**src/rtl/ps2_pkg.sv**
```systemverilog
// Shared PS/2 definitions: transmitter state encoding, command bytes and parity helper.
// The receive path imports this package as well.
package ps2_pkg;

    typedef enum logic [2:0] {
        IDLE,
        INHIBIT,
        RTS,
        SEND,
        ACK,
        WAIT_IDLE
    } ps2_tx_state_e;

    localparam logic [7:0] PS2_CMD_SETLED = 8'hED;
    localparam logic [7:0] PS2_CMD_RESET  = 8'hFF;
    localparam logic [7:0] PS2_RSP_ACK    = 8'hFA;

    // Odd parity: the returned bit makes the total count of ones in byte plus parity odd.
    function automatic logic odd_parity(input logic [7:0] b);
        return ~^b;
    endfunction

endpackage

```
**src/rtl/ps2_sync_edge.sv**
```systemverilog
// Two-flop synchroniser for a raw PS/2 line plus a one-cycle falling-edge strobe.
// The flops reset to 1 because both PS/2 lines idle high.
module ps2_sync_edge (
    input  logic clk,
    input  logic rst,
    input  logic line_i,
    output logic sync_o,
    output logic fall_o
);

    logic meta_q;
    logic sync_q;
    logic prev_q;

    // NOTE: non-blocking assignments make each stage capture the previous stage's old value.
    always_ff @(posedge clk) begin
        if (rst) begin
            meta_q <= 1'b1;
            sync_q <= 1'b1;
            prev_q <= 1'b1;
        end else begin
            meta_q <= line_i;
            sync_q <= meta_q;
            prev_q <= sync_q;
        end
    end

    assign sync_o = sync_q;
    assign fall_o = prev_q & ~sync_q;

endmodule

```
**src/rtl/ps2_host_tx.sv**
```systemverilog
// PS/2 host-to-device transmitter: inhibit, request-to-send, LSB-first byte, odd parity,
// stop, ack check and a transaction timeout. All bus controls and status are registered.
module ps2_host_tx
    import ps2_pkg::*;
#(
    parameter int INHIBIT_CYCLES = 5000,
    parameter int TIMEOUT_CYCLES = 750000
) (
    input  logic       clk,
    input  logic       rst,
    input  logic       send,
    input  logic [7:0] tx_data,
    input  logic       ps2_clk_in,
    input  logic       ps2_data_in,
    output logic       ps2_clk_oe,
    output logic       ps2_data_oe,
    output logic       busy,
    output logic       done,
    output logic       ack_err
);

    localparam int IW = $clog2(INHIBIT_CYCLES);
    localparam int TW = $clog2(TIMEOUT_CYCLES);
    localparam logic [IW-1:0] INH_LAST  = IW'(INHIBIT_CYCLES - 1);
    localparam logic [IW-1:0] INH_START = IW'(INHIBIT_CYCLES - 2);
    localparam logic [TW-1:0] TO_LAST   = TW'(TIMEOUT_CYCLES - 1);

    logic clk_sync;
    logic clk_fall;
    logic data_sync;
    logic data_fall_unused;

    ps2_sync_edge u_clk_sync (
        .clk    (clk),
        .rst    (rst),
        .line_i (ps2_clk_in),
        .sync_o (clk_sync),
        .fall_o (clk_fall)
    );

    ps2_sync_edge u_data_sync (
        .clk    (clk),
        .rst    (rst),
        .line_i (ps2_data_in),
        .sync_o (data_sync),
        .fall_o (data_fall_unused)
    );

    ps2_tx_state_e state_q;
    logic [7:0]    tx_q;
    logic          par_q;
    logic [3:0]    bit_q;
    logic [IW-1:0] inh_cnt_q;
    logic [TW-1:0] to_cnt_q;
    logic          clk_oe_q;
    logic          data_oe_q;
    logic          busy_q;
    logic          done_q;
    logic          ack_err_q;

    logic active;
    assign active = (state_q == RTS) || (state_q == SEND) ||
                    (state_q == ACK) || (state_q == WAIT_IDLE);

    always_ff @(posedge clk) begin
        if (rst) begin
            state_q   <= IDLE;
            tx_q      <= '0;
            par_q     <= 1'b0;
            bit_q     <= '0;
            inh_cnt_q <= '0;
            to_cnt_q  <= '0;
            clk_oe_q  <= 1'b0;
            data_oe_q <= 1'b0;
            busy_q    <= 1'b0;
            done_q    <= 1'b0;
            ack_err_q <= 1'b0;
        end else begin
            done_q <= 1'b0;
            if (active && to_cnt_q == TO_LAST) begin
                clk_oe_q  <= 1'b0;
                data_oe_q <= 1'b0;
                ack_err_q <= 1'b1;
                done_q    <= 1'b1;
                busy_q    <= 1'b0;
                state_q   <= IDLE;
            end else begin
                if (active) begin
                    to_cnt_q <= to_cnt_q + 1'b1;
                end
                case (state_q)
                    IDLE: begin
                        // A send in the done cycle is dropped so it cannot chain onto the old frame.
                        if (send && !done_q) begin
                            tx_q      <= tx_data;
                            par_q     <= odd_parity(tx_data);
                            ack_err_q <= 1'b0;
                            busy_q    <= 1'b1;
                            clk_oe_q  <= 1'b1;
                            inh_cnt_q <= '0;
                            state_q   <= INHIBIT;
                        end
                    end
                    INHIBIT: begin
                        if (inh_cnt_q == INH_LAST) begin
                            clk_oe_q <= 1'b0;
                            bit_q    <= '0;
                            to_cnt_q <= '0;
                            state_q  <= RTS;
                        end else begin
                            if (inh_cnt_q == INH_START) begin
                                data_oe_q <= 1'b1;
                            end
                            inh_cnt_q <= inh_cnt_q + 1'b1;
                        end
                    end
                    RTS, SEND: begin
                        if (clk_fall) begin
                            if (bit_q < 4'd8) begin
                                data_oe_q <= ~tx_q[bit_q[2:0]];
                            end else if (bit_q == 4'd8) begin
                                data_oe_q <= ~par_q;
                            end else begin
                                data_oe_q <= 1'b0;
                            end
                            bit_q   <= bit_q + 1'b1;
                            state_q <= (bit_q == 4'd9) ? ACK : SEND;
                        end
                    end
                    ACK: begin
                        if (clk_fall) begin
                            ack_err_q <= data_sync;
                            state_q   <= WAIT_IDLE;
                        end
                    end
                    WAIT_IDLE: begin
                        if (clk_sync && data_sync) begin
                            done_q  <= 1'b1;
                            busy_q  <= 1'b0;
                            state_q <= IDLE;
                        end
                    end
                    default: state_q <= IDLE;
                endcase
            end
        end
    end

    assign ps2_clk_oe  = clk_oe_q;
    assign ps2_data_oe = data_oe_q;
    assign busy        = busy_q;
    assign done        = done_q;
    assign ack_err     = ack_err_q;

endmodule
```
**config.mk**
```make
export PLATFORM = sky130hd
export DESIGN_NAME = ps2_host_tx
export DESIGN_NICKNAME = d
export VERILOG_FILES = /design/src/rtl/ps2_pkg.sv /design/src/rtl/ps2_sync_edge.sv /design/src/rtl/ps2_host_tx.sv
export SDC_FILE = /design/constraint.sdc
export NUM_CORES = 1
export LEC_CHECK = 0
export ABC_AREA = 1
export ABC_CLOCK_PERIOD_IN_PS = 1800
export CAP_MARGIN = 30
export CORE_ASPECT_RATIO = 1.25
export CORE_MARGIN = 5
export CORE_UTILIZATION = 56
export DETAILED_ROUTE_END_ITERATION = 12
export GPL_TIMING_DRIVEN = 0
export PLACE_DENSITY_LB_ADDON = 0.1
export SYNTH_ARGS = -nofsm -noshare
export SYNTH_HDL_FRONTEND = slang
export SYNTH_SLANG_ARGS = --single-unit
```
**constraint.sdc**
```tcl
create_clock -name clk -period 1.8 [get_ports clk]
set_input_delay 0.27 -clock clk [delete_from_list [all_inputs] [get_ports clk]]
set_output_delay 0.27 -clock clk [all_outputs]
set_load 0.005 [all_outputs]
```
==> flow_summary.toml <==
[global_routing]
grtUsageTotal = 0.226
grt_pass1_wl_um = 13300
overflow = 0
antenna_found_initial = 0
grt_pass1_vias = 3056
grt_max_degree = 11

[placed_design]
place.gp.congestion = 0.904
dp_cells = 592
dp_hpwl_um = 5840
io_buffer_count = 16

[drt]
vias_per_cell = 5.26
first_pass_iters = 4
drc_errors = 0
totalWireLength_um = 7830
vias = 3197
drt_iter0_markers = 163
wl_per_cell_um = 12.9
postRouteAntennaNets = 0

[sta]
final.period_utilization = 0.915
finalCriticalPeriod_ns = 1.65
slew_viol_final = 0
timing.fmax_mhz = 607
fin_skew_ns = 0.00709
setup_viol = 0
hold_viol_final = 0
rsz0062_at_grt = "false"
setup_tns_ns = 0
maxSlewHeadroom = 0.659
tightestPinTransition_ns = 0.512

[synthesis]
synth_top_area_cell = "dfxtp_1"
synth_ff_type = "dfxtp_1"
synth_seq_cells = 59
ys_top_cells_by_count = "nand2_1, nor2_1, inv_1"
yosysMostFrequentCell = "nand2_1"
async_reset_ff_frac = 0
yosys.cell_types.count = 32
netlist_area_um2 = 3320
yosys_warnings = 0
yosys.area.top_type_share = 0.356
avgSynthCellArea_um2 = 6.51
yosysSeqAreaShare = 0.356
synth.area.top_cells = "dfxtp_1, nand2_1, nor2_1, nand3_1, inv_1"
syn-instance-count = 510
syn_nets = 529
synth-edff-count = 0

[clock_tree]
clockRootBuffer = "clkbuf_8"
post-cts-setup-buffers = 0
ctsHtreeMaxLevel = 3
cts_sinks = 59
cts_buffer_depth = 2
clk_pin_slew_ns = 0.07
cts-hold-fix-buffers = 0
worstSkewPairLatency_ns = 0.34
cts_buffers = 9
tritoncts = "done"

[die]
coreArea_um2 = 5780
ios = 18
start_util = 0.574
placementRows = 31
die-area_um2 = 7570
fp.dieH_um = 96.1
dieWidth_um = 78.9

[worst_hold_path]
hold_path_class = "in -> reg"

[pwr]
p_per_area_nw_per_um2 = 1030
p_leak_uw = 0.00152
vdd_drop_max_mv = 0.932

[critical_path]
worstSetupEndpointType = "register"
path_class = "reg -> reg"
cp-start-kind = "register"
path_buf_inv = 1
worst_ep_arrival_time_ns = 1.89
cp.required_ns = 2.04
worstPathCellList = "ha_4, nand3_2, nor3_2, nand3_4, nand2_1, inv_1, o21ai_1, nor2_1"
cp_max_fo = 8
crit_path_max_incr_delay_ns = 0.43
critPathTopFamily = "simple AND/OR/NAND/NOR gates"
cp_slowest_cell = "dfxtp_1"

[flow_run]
drv_cap = 0

[cells_and_area]
fin_cells = 608
area_growth_pct = 14.0
nets = 556
drive_gt1_frac = 0.103
n_fill_cell = 537
diodes = 0

[status]
status = "finished clean"
per-layer routing:
| layer | wire length (um) | vias to the layer above | GRT usage |
|---|---|---|---|
| met5 | 0 | - | 0 |
| met1 | 3310 | 1430 | 0.240 |
| met2 | 3950 | 58 | 0.407 |
| li1 | - | 1686 | - |
| met4 | 300 | 0 | 0.138 |
| met3 | 273 | 23 | 0.0496 |
stage by stage:
step / area [um^2] / total power (uW) / util / hold WS, ns / worst slack, ns
4_1_cts: 3750 / 3880 / 0.649 / 0.366 / 0.00696
2_1_floorplan: 3320 / 2380 / - / 0.374 / 0.333
5_1_grt: 3780 / 4130 / 0.654 / 0.426 / 0.0169
3_3_place_gp: 3560 / 2690 / 0.616 / 0.395 / -0.0475
3_5_place_dp: 3560 / 2710 / 0.616 / 0.397 / -0.0695
6_report: 3780 / 3880 / 0.654 / 0.378 / 0.153
cell usage in the layout (no fill, tap or decap), types with 2 or more instances in the layout:
cell,instances
nand4_1,13
inv_2,4
o21ai_0,22
clkbuf_8,13
xnor2_1,8
buf_6,2
nor2_2,5
nor2_1,74
nand2_2,4
dfxtp_2,2
buf_4,3
dfxtp_1,57
a21oi_1,33
nand3_2,3
nor4_1,2
ha_1,4
nor3_2,4
clkdlybuf4s50_1,16
buf_2,2
nor3_1,7
o21ai_1,2
nand3_1,51
inv_1,61
nor2_4,2
xor2_1,4
nand2_1,121
or2_2,6
clkbuf_1,6
final cells by class:
class	count	area (um^2)	area share
Clock inverter	1	5.00	0.00132
Tap cell	66	82.6	0.0218
Sequential cell	59	1180	0.313
Multi-Input combinational cell	373	1840	0.487
Timing Repair Buffer	16	160	0.0424
Clock buffer	15	186	0.0493
Inverter	65	244	0.0645
Buffer	13	78.8	0.0208
state kept, by name, indices dropped and copies added, names as in the netlist, 3 cells and up:
name and count:
inh_cnt_q 13, bit_q 4, to_cnt_q 20, tx_q 8, state_q 3
path summary, 6_finish.rpt:
path,startpoint,slack (ns),end,cells after the start
setup / recovery,to_cnt_q[0]$_SDFFE_PP0N_,0.15,state_q[0]$_SDFFE_PP0P_,8
hold / removal,rst,0.38,to_cnt_q[4]$_SDFFE_PP0N_,2
setup reg to reg,to_cnt_q[0]$_SDFFE_PP0N_,0.15,state_q[0]$_SDFFE_PP0P_,8
hold reg to reg,u_data_sync.meta_q$_SDFF_PP1_,0.41,u_data_sync.sync_o$_SDFF_PP1_,1
what timing repair did:
| action | in CTS | in global routing |
|---|---|---|
| pin swaps | 0 | 0 |
| resized for setup | 1 | 10 |
| cloned | 0 | 0 |
| hold endpoints to repair | 0 | 0 |
| setup endpoints to repair | 10 | 31 |
logic make-up after synthesis:
group	after synthesis	share of synthesized area
flip-flops	59	0.356
buffers and inverters	78	0.0969
AO/OA/AOI/OAI	60	0.0920
AND/OR/NAND/NOR	295	0.401
XOR/XNOR	12	0.0317
adder cells (fa/ha/maj)	6	0.0226
power by group:
group | internal [uW] | switching (uW)
logic | 397 | 724
registers | 1460 | 127
clock network | 650 | 515
Power figures use the tool's default switching activity.
